[config.mk]
export PLATFORM = sky130hd
export DESIGN_NAME = data_pipe_buf
export DESIGN_NICKNAME = d
export VERILOG_FILES = /design/src/rtl/data_pipe_buf_pkg.sv /design/src/rtl/data_pipe_buf_mem.sv /design/src/rtl/data_pipe_buf.sv
export SDC_FILE = /design/constraint.sdc
export NUM_CORES = 1
export LEC_CHECK = 0
export ABC_AREA = 1
export CORE_UTILIZATION = 54
export CTS_BUF_LIST = sky130_fd_sc_hd__clkbuf_16
export CTS_CLUSTER_SIZE = 30
export DETAILED_ROUTE_END_ITERATION = 12
export PLACE_DENSITY = 0.81
export SYNTH_ARGS = -nofsm -noshare
export SYNTH_HDL_FRONTEND = slang
export SYNTH_SLANG_ARGS = --single-unit
[constraint.sdc]
create_clock -name clk -period 2.6 [get_ports clk]
set_clock_uncertainty 0.15 [all_clocks]
set_input_delay 0.52 -clock clk [delete_from_list [all_inputs] [get_ports clk]]
set_output_delay 0.52 -clock clk [all_outputs]
set_load 0.02 [all_outputs]
[src/rtl/data_pipe_buf_pkg.sv]
// Shared helpers for data_pipe_buf: pointer/count width functions,
// the per-cycle transfer descriptor and reset constants.
package data_pipe_buf_pkg;

   // Width of a pointer that addresses DEPTH entries (never below 1 bit)
   function automatic int ptr_w(input int depth);
      return (depth > 1) ? $clog2(depth) : 1;
   endfunction

   // Width of a counter that must represent 0..DEPTH inclusive
   function automatic int cnt_w(input int depth);
      return $clog2(depth + 1);
   endfunction

   // What happens to the buffer in the current cycle
   typedef struct packed {
      logic push;
      logic pop;
      logic flush;
   } xfer_t;

   // in_ready stays low while reset is held; it rises on the first edge after release
   localparam logic RST_READY = 1'b0;
   localparam logic RST_VALID = 1'b0;

endpackage

[src/rtl/data_pipe_buf_mem.sv]
// Storage array for data_pipe_buf: DEPTH x WIDTH registers with one write
// port and one registered read port. The array itself has no reset; only
// the read register does, so out_data reads 0 straight out of reset.
// rd_bypass forwards the word being written this cycle into the read
// register, used when the incoming word becomes the head immediately.
module data_pipe_buf_mem
   import data_pipe_buf_pkg::*;
#(
   parameter int WIDTH = 8,
   parameter int DEPTH = 4
) (
   input  logic                     clk,
   input  logic                     reset_n,
   input  logic                     wr_en,
   input  logic [ptr_w(DEPTH)-1:0]  wr_addr,
   input  logic [WIDTH-1:0]         wr_data,
   input  logic                     rd_en,
   input  logic [ptr_w(DEPTH)-1:0]  rd_addr,
   input  logic                     rd_bypass,
   output logic [WIDTH-1:0]         rd_data
);

   logic [WIDTH-1:0] mem [DEPTH];

   // Write port: store the pushed word at the write pointer
   always_ff @(posedge clk) begin
      if (wr_en) begin
         mem[wr_addr] <= wr_data;
      end
   end

   // Registered read port: load the next head word, forwarding a same-cycle write
   always_ff @(posedge clk or negedge reset_n) begin
      if (!reset_n) begin
         rd_data <= '0;
      end else if (rd_en) begin
         rd_data <= rd_bypass ? wr_data : mem[rd_addr];
      end
   end

endmodule

[src/rtl/data_pipe_buf.sv]
// data_pipe_buf: registered FIFO buffer with valid/ready on both sides.
// Word pushed into an empty buffer is presented at out_data right after the
// push edge. in_ready is registered from the next count so there is no
// combinational path from out_ready to in_ready.
// Optional status block (level, almost_full, max_level, clr_stats) is built
// only when the macro DATA_PIPE_BUF_STATUS_EN is defined.
module data_pipe_buf
   import data_pipe_buf_pkg::*;
#(
   parameter int WIDTH     = 8,
   parameter int DEPTH     = 4,
   parameter int AF_THRESH = 3
) (
   input  logic                        clk,
   input  logic                        reset_n,
   input  logic                        flush,
   input  logic                        in_valid,
   input  logic [WIDTH-1:0]            in_data,
   output logic                        in_ready,
   output logic                        out_valid,
   output logic [WIDTH-1:0]            out_data,
   input  logic                        out_ready
`ifdef DATA_PIPE_BUF_STATUS_EN
   ,
   output logic [$clog2(DEPTH+1)-1:0]  level,
   output logic                        almost_full,
   output logic [$clog2(DEPTH+1)-1:0]  max_level,
   input  logic                        clr_stats
`endif
);

   localparam int PW = ptr_w(DEPTH);
   localparam int CW = cnt_w(DEPTH);

   logic [PW-1:0] wr_ptr, rd_ptr, wr_ptr_next, rd_ptr_next;
   logic [CW-1:0] count, count_next;
   xfer_t         xfer;
   logic          head_bypass;
   logic          head_load;

   assign xfer = '{push: in_valid & in_ready, pop: out_valid & out_ready, flush: flush};

   assign out_valid = (count != '0) ? 1'b1 : RST_VALID;

   // Incoming word becomes the head when nothing older remains after this cycle's pop
   assign head_bypass = xfer.push && (count == CW'(xfer.pop));
   // Refresh the head register whenever the buffer will hold a word; hold it otherwise
   assign head_load   = !xfer.flush && (count_next != '0);

   // Next-state pointers and count; flush discards any same-cycle push or pop
   always_comb begin
      wr_ptr_next = wr_ptr;
      rd_ptr_next = rd_ptr;
      count_next  = count;
      if (xfer.flush) begin
         wr_ptr_next = '0;
         rd_ptr_next = '0;
         count_next  = '0;
      end else begin
         if (xfer.push) wr_ptr_next = wr_ptr + PW'(1);
         if (xfer.pop)  rd_ptr_next = rd_ptr + PW'(1);
         count_next = count + CW'(xfer.push) - CW'(xfer.pop);
      end
   end

   // Pointer, count and in_ready registers
   always_ff @(posedge clk or negedge reset_n) begin
      if (!reset_n) begin
         wr_ptr   <= '0;
         rd_ptr   <= '0;
         count    <= '0;
         in_ready <= RST_READY;
      end else begin
         wr_ptr   <= wr_ptr_next;
         rd_ptr   <= rd_ptr_next;
         count    <= count_next;
         in_ready <= (count_next < CW'(DEPTH));
      end
   end

   data_pipe_buf_mem #(
      .WIDTH (WIDTH),
      .DEPTH (DEPTH)
   ) u_mem (
      .clk       (clk),
      .reset_n   (reset_n),
      .wr_en     (xfer.push & ~xfer.flush),
      .wr_addr   (wr_ptr),
      .wr_data   (in_data),
      .rd_en     (head_load),
      .rd_addr   (rd_ptr_next),
      .rd_bypass (head_bypass),
      .rd_data   (out_data)
   );

`ifdef DATA_PIPE_BUF_STATUS_EN
   // Status registers: occupancy, almost-full flag and high-water mark
   always_ff @(posedge clk or negedge reset_n) begin
      if (!reset_n) begin
         level       <= '0;
         almost_full <= 1'b0;
         max_level   <= '0;
      end else begin
         level       <= count_next;
         almost_full <= (count_next >= CW'(AF_THRESH));
         if (clr_stats) begin
            max_level <= level;
         end else if (level > max_level) begin
            max_level <= level;
         end
      end
   end
`endif

endmodule

==> run metrics <==
antenna-violating nets left=0; Area contributors post-synth=edfxtp_1 41%, dfrtp_1 17%, nand2_1 7.6%; Die Span Y=68.2 um; Max IR drop VDD=529 uV; Tot Pwr=3.26 mW; syn nets=261; layout cell share with drive strength beyond 1=0.154; Detail Placement HPWL=3150 um; Setup WS post-layout=127 ps; Highest Clock Rate=404 MHz; crit path time final=2470 ps; class of the most critical setup path=reg2reg; root buf cell=clkbuf_16; fin nets=298; CTS Hold Bufs=0; largest net degree at the start of global routing=18; Leakage=1.35 nW; Synth Cell Area=2360 um2; max_cap viols=0; crit end category=flip-flop; cell taking the most area after synthesis=edfxtp_1; area of the multi-input gates=779 um2; drt wl/cell=15.4 um; DR DRC count=0; run status=finished, final reports clean; CTS tree=yes; Final period util=0.951; Final Max Tran Viols=0; Arr. time, crit path=2500 ps; Port-buffer cells=22; PD cells=1120 nW/um2; core area=4120 um2; required time worst endpoint=2630 ps; Worst Tran Pin Value=740 ps; total track usage=0.242; post-place setup slack=-337 ps; drt first pass iters=5; Netlist cell types=24; RD Place Congestion=0.745; Worst Setup SP=count[2]$_DFF_PN0_; Clk pin slew, worst setup/hold paths=60 ps; Initial Utilization=0.575; sequential area share after synthesis=0.576; grt ovf=0; endpoints failing setup=0; RSZ-0062 raised after global routing=false; reg-to-reg critical path startpoint=count[2]$_DFF_PN0_; register area=1360 um2; Ys Warns=0; Via-to-Cell Ratio=5.38; share of Yosys cell area claimed by the top area cell type=0.406; final hold vios=0; clk buf depth=2; Syn Area/Cell=9.77 um2; Hold WC Path Type=reg2reg; Die W=68.2 um; cts bufs inserted=5; Iter 0 DRT Violations=136; first-pass GRT wire length=7680 um; critical path startpoint category=flip-flop; latest clock arrival within the worst-skew pair=290 ps; crit-path max FO=8; Synth-to-Final Area Change=22.8%; vias in the first global route=1657; Rows=23; # diodes=0; die footprint=4650 um2; fillers=308; Detailed Route WL=5070 um; initial antenna violation count=0; H-tree Lvls=2; via count=1775; Slew headroom=0.505; flop and latch count out of synthesis=48; min-delay src=u_mem.rd_data[3]$_DFFE_PN0P_; I/O pin count=23; Syn Inst Count=242; Sink Count=48
kinds of logic (layout without fill, tap and decap cells):
kind of cell	after synthesis	in the layout	synth area share
AOI/OAI and AO/OA	5	5	0.0116
xor gates and xnor gates	1	1	0.00370
DFF	48	48	0.576
and+or+nand+nor	125	125	0.272
buffers and inverters	57	95	0.102
adders and majority gates	6	6	0.0349
per-layer routing:
| metal | wire length (um) | up-vias | GRT usage |
|---|---|---|---|
| li1 | - | 852 | - |
| met2 | 2580 | 70 | 0.409 |
| met1 | 1980 | 835 | 0.274 |
| met5 | 0 | - | 0 |
| met3 | 337 | 18 | 0.0533 |
| met4 | 176 | 0 | 0.156 |
sequential cells by signal, indices dropped and copies added (netlist names):
register,count
in_ready,1
u_mem.mem,32
wr_ptr,2
u_mem.rd_data,8
rd_ptr,2
count,3
Yosys cell counts:
| cell type | number |
|---|---|
| a21o_1 | 1 |
| a21oi_1 | 2 |
| buf_2 | 3 |
| buf_4 | 2 |
| buf_6 | 2 |
| dfrtp_1 | 16 |
| edfxtp_1 | 32 |
| fa_1 | 1 |
| ha_1 | 5 |
| inv_1 | 45 |
| inv_2 | 5 |
| nand2_1 | 48 |
| nand2_2 | 1 |
| nand2_4 | 2 |
| nand2_8 | 1 |
| nand3_1 | 26 |
| nand3_2 | 1 |
| nand3_4 | 3 |
| nand4_1 | 16 |
| nor2_1 | 24 |
| nor2_4 | 2 |
| nor3_2 | 1 |
| o21ai_0 | 2 |
| xor2_1 | 1 |
what timing repair did:
action | 4_1_cts | 5_1_grt
resized for setup | 0 | 7
cloned | 0 | 1
hold endpoints to repair | 0 | 0
endpoints found under the setup margin | 2 | 8
buffers inserted | 1 | 3
pin swaps | 1 | 4
through the flow:
stage / setup TNS [ps] / utilization / std cells / hold WS, ps / instance area (um2)
2_1_floorplan: 0 / - / 242 / 74.4 / 2360
3_3_place_gp: -1820 / 0.649 / 317 / 331 / 2670
3_5_place_dp: -2320 / 0.649 / 317 / 328 / 2670
4_1_cts: 0 / 0.689 / 326 / 348 / 2830
5_1_grt: 0 / 0.706 / 330 / 378 / 2900
6_report: 0 / 0.706 / 330 / 348 / 2900
where the power goes:
group	leakage [nW]	switching, mW	total (mW)	internal [mW]
sequential	0.488	0.0963	1.06	0.964
clock	0.0635	0.261	0.613	0.352
combinational	0.796	0.922	1.59	0.669
total	1.35	1.28	3.26	1.99
final cells by class:
cell class / instances / area share
well taps: 50 / 0.0215
flip-flops and latches: 48 / 0.469
repair buffers: 37 / 0.127
inverters: 50 / 0.0646
clock inverters: 3 / 0.00646
clock buffers: 5 / 0.0431
multi-input cells: 137 / 0.268
final timing paths:
check	endpoint	slack (ps)	cells past startpoint
max in group asynchronous	count[1]$_DFF_PN0_	1270	1
hold / removal	u_mem.rd_data[3]$_DFFE_PN0P_	350	2
hold reg to reg	u_mem.rd_data[3]$_DFFE_PN0P_	350	2
setup reg to reg	u_mem.rd_data[0]$_DFFE_PN0P_	130	15
min in group asynchronous	wr_ptr[1]$_DFFE_PN0P_	520	1
setup / recovery	u_mem.rd_data[0]$_DFFE_PN0P_	130	15
critical path, cell delays in order, from the launching register on:
cell,delay [ps]
dfrtp_1,410
nor2_4,150
nand2_4,90
nand2_4,80
xor2_2,120
ha_2,170
inv_1,40
fa_1,380
a21o_1,180
nand3_2,80
inv_2,60
nor2_4,140
buf_12,140
nor2_1,50
nand2_1,80
nand2_1,50
layout by cell type, fill, tap and decap left out:
cell type        netlist  final
ha_2                   0      1
a21oi_1                2      1
dfrtp_2                0      1
nand2_2                1      2
nor2_1                24     24
dlymetal6s2s_1         0      2
clkinv_1               0      1
inv_2                  5      5
nor3_2                 1      1
clkinvlp_4             0      2
buf_12                 0      1
inv_1                 45     45
o21ai_0                2      2
dfrtp_1               16     15
a21o_1                 1      1
buf_4                  2     13
nand4_1               16     16
nand3_1               26     26
xor2_2                 0      1
nand2_1               48     47
ha_1                   5      4
clkdlybuf4s50_1        0     20
nor2_4                 2      2
nand3_2                1      1
nand2_4                2      2
a21oi_2                0      1
nand3_4                3      3
edfxtp_1              32     32
fa_1                   1      1
nand2_8                1      1
clkbuf_16              0      6
Note: power is estimated with default switching activity, not from simulation.
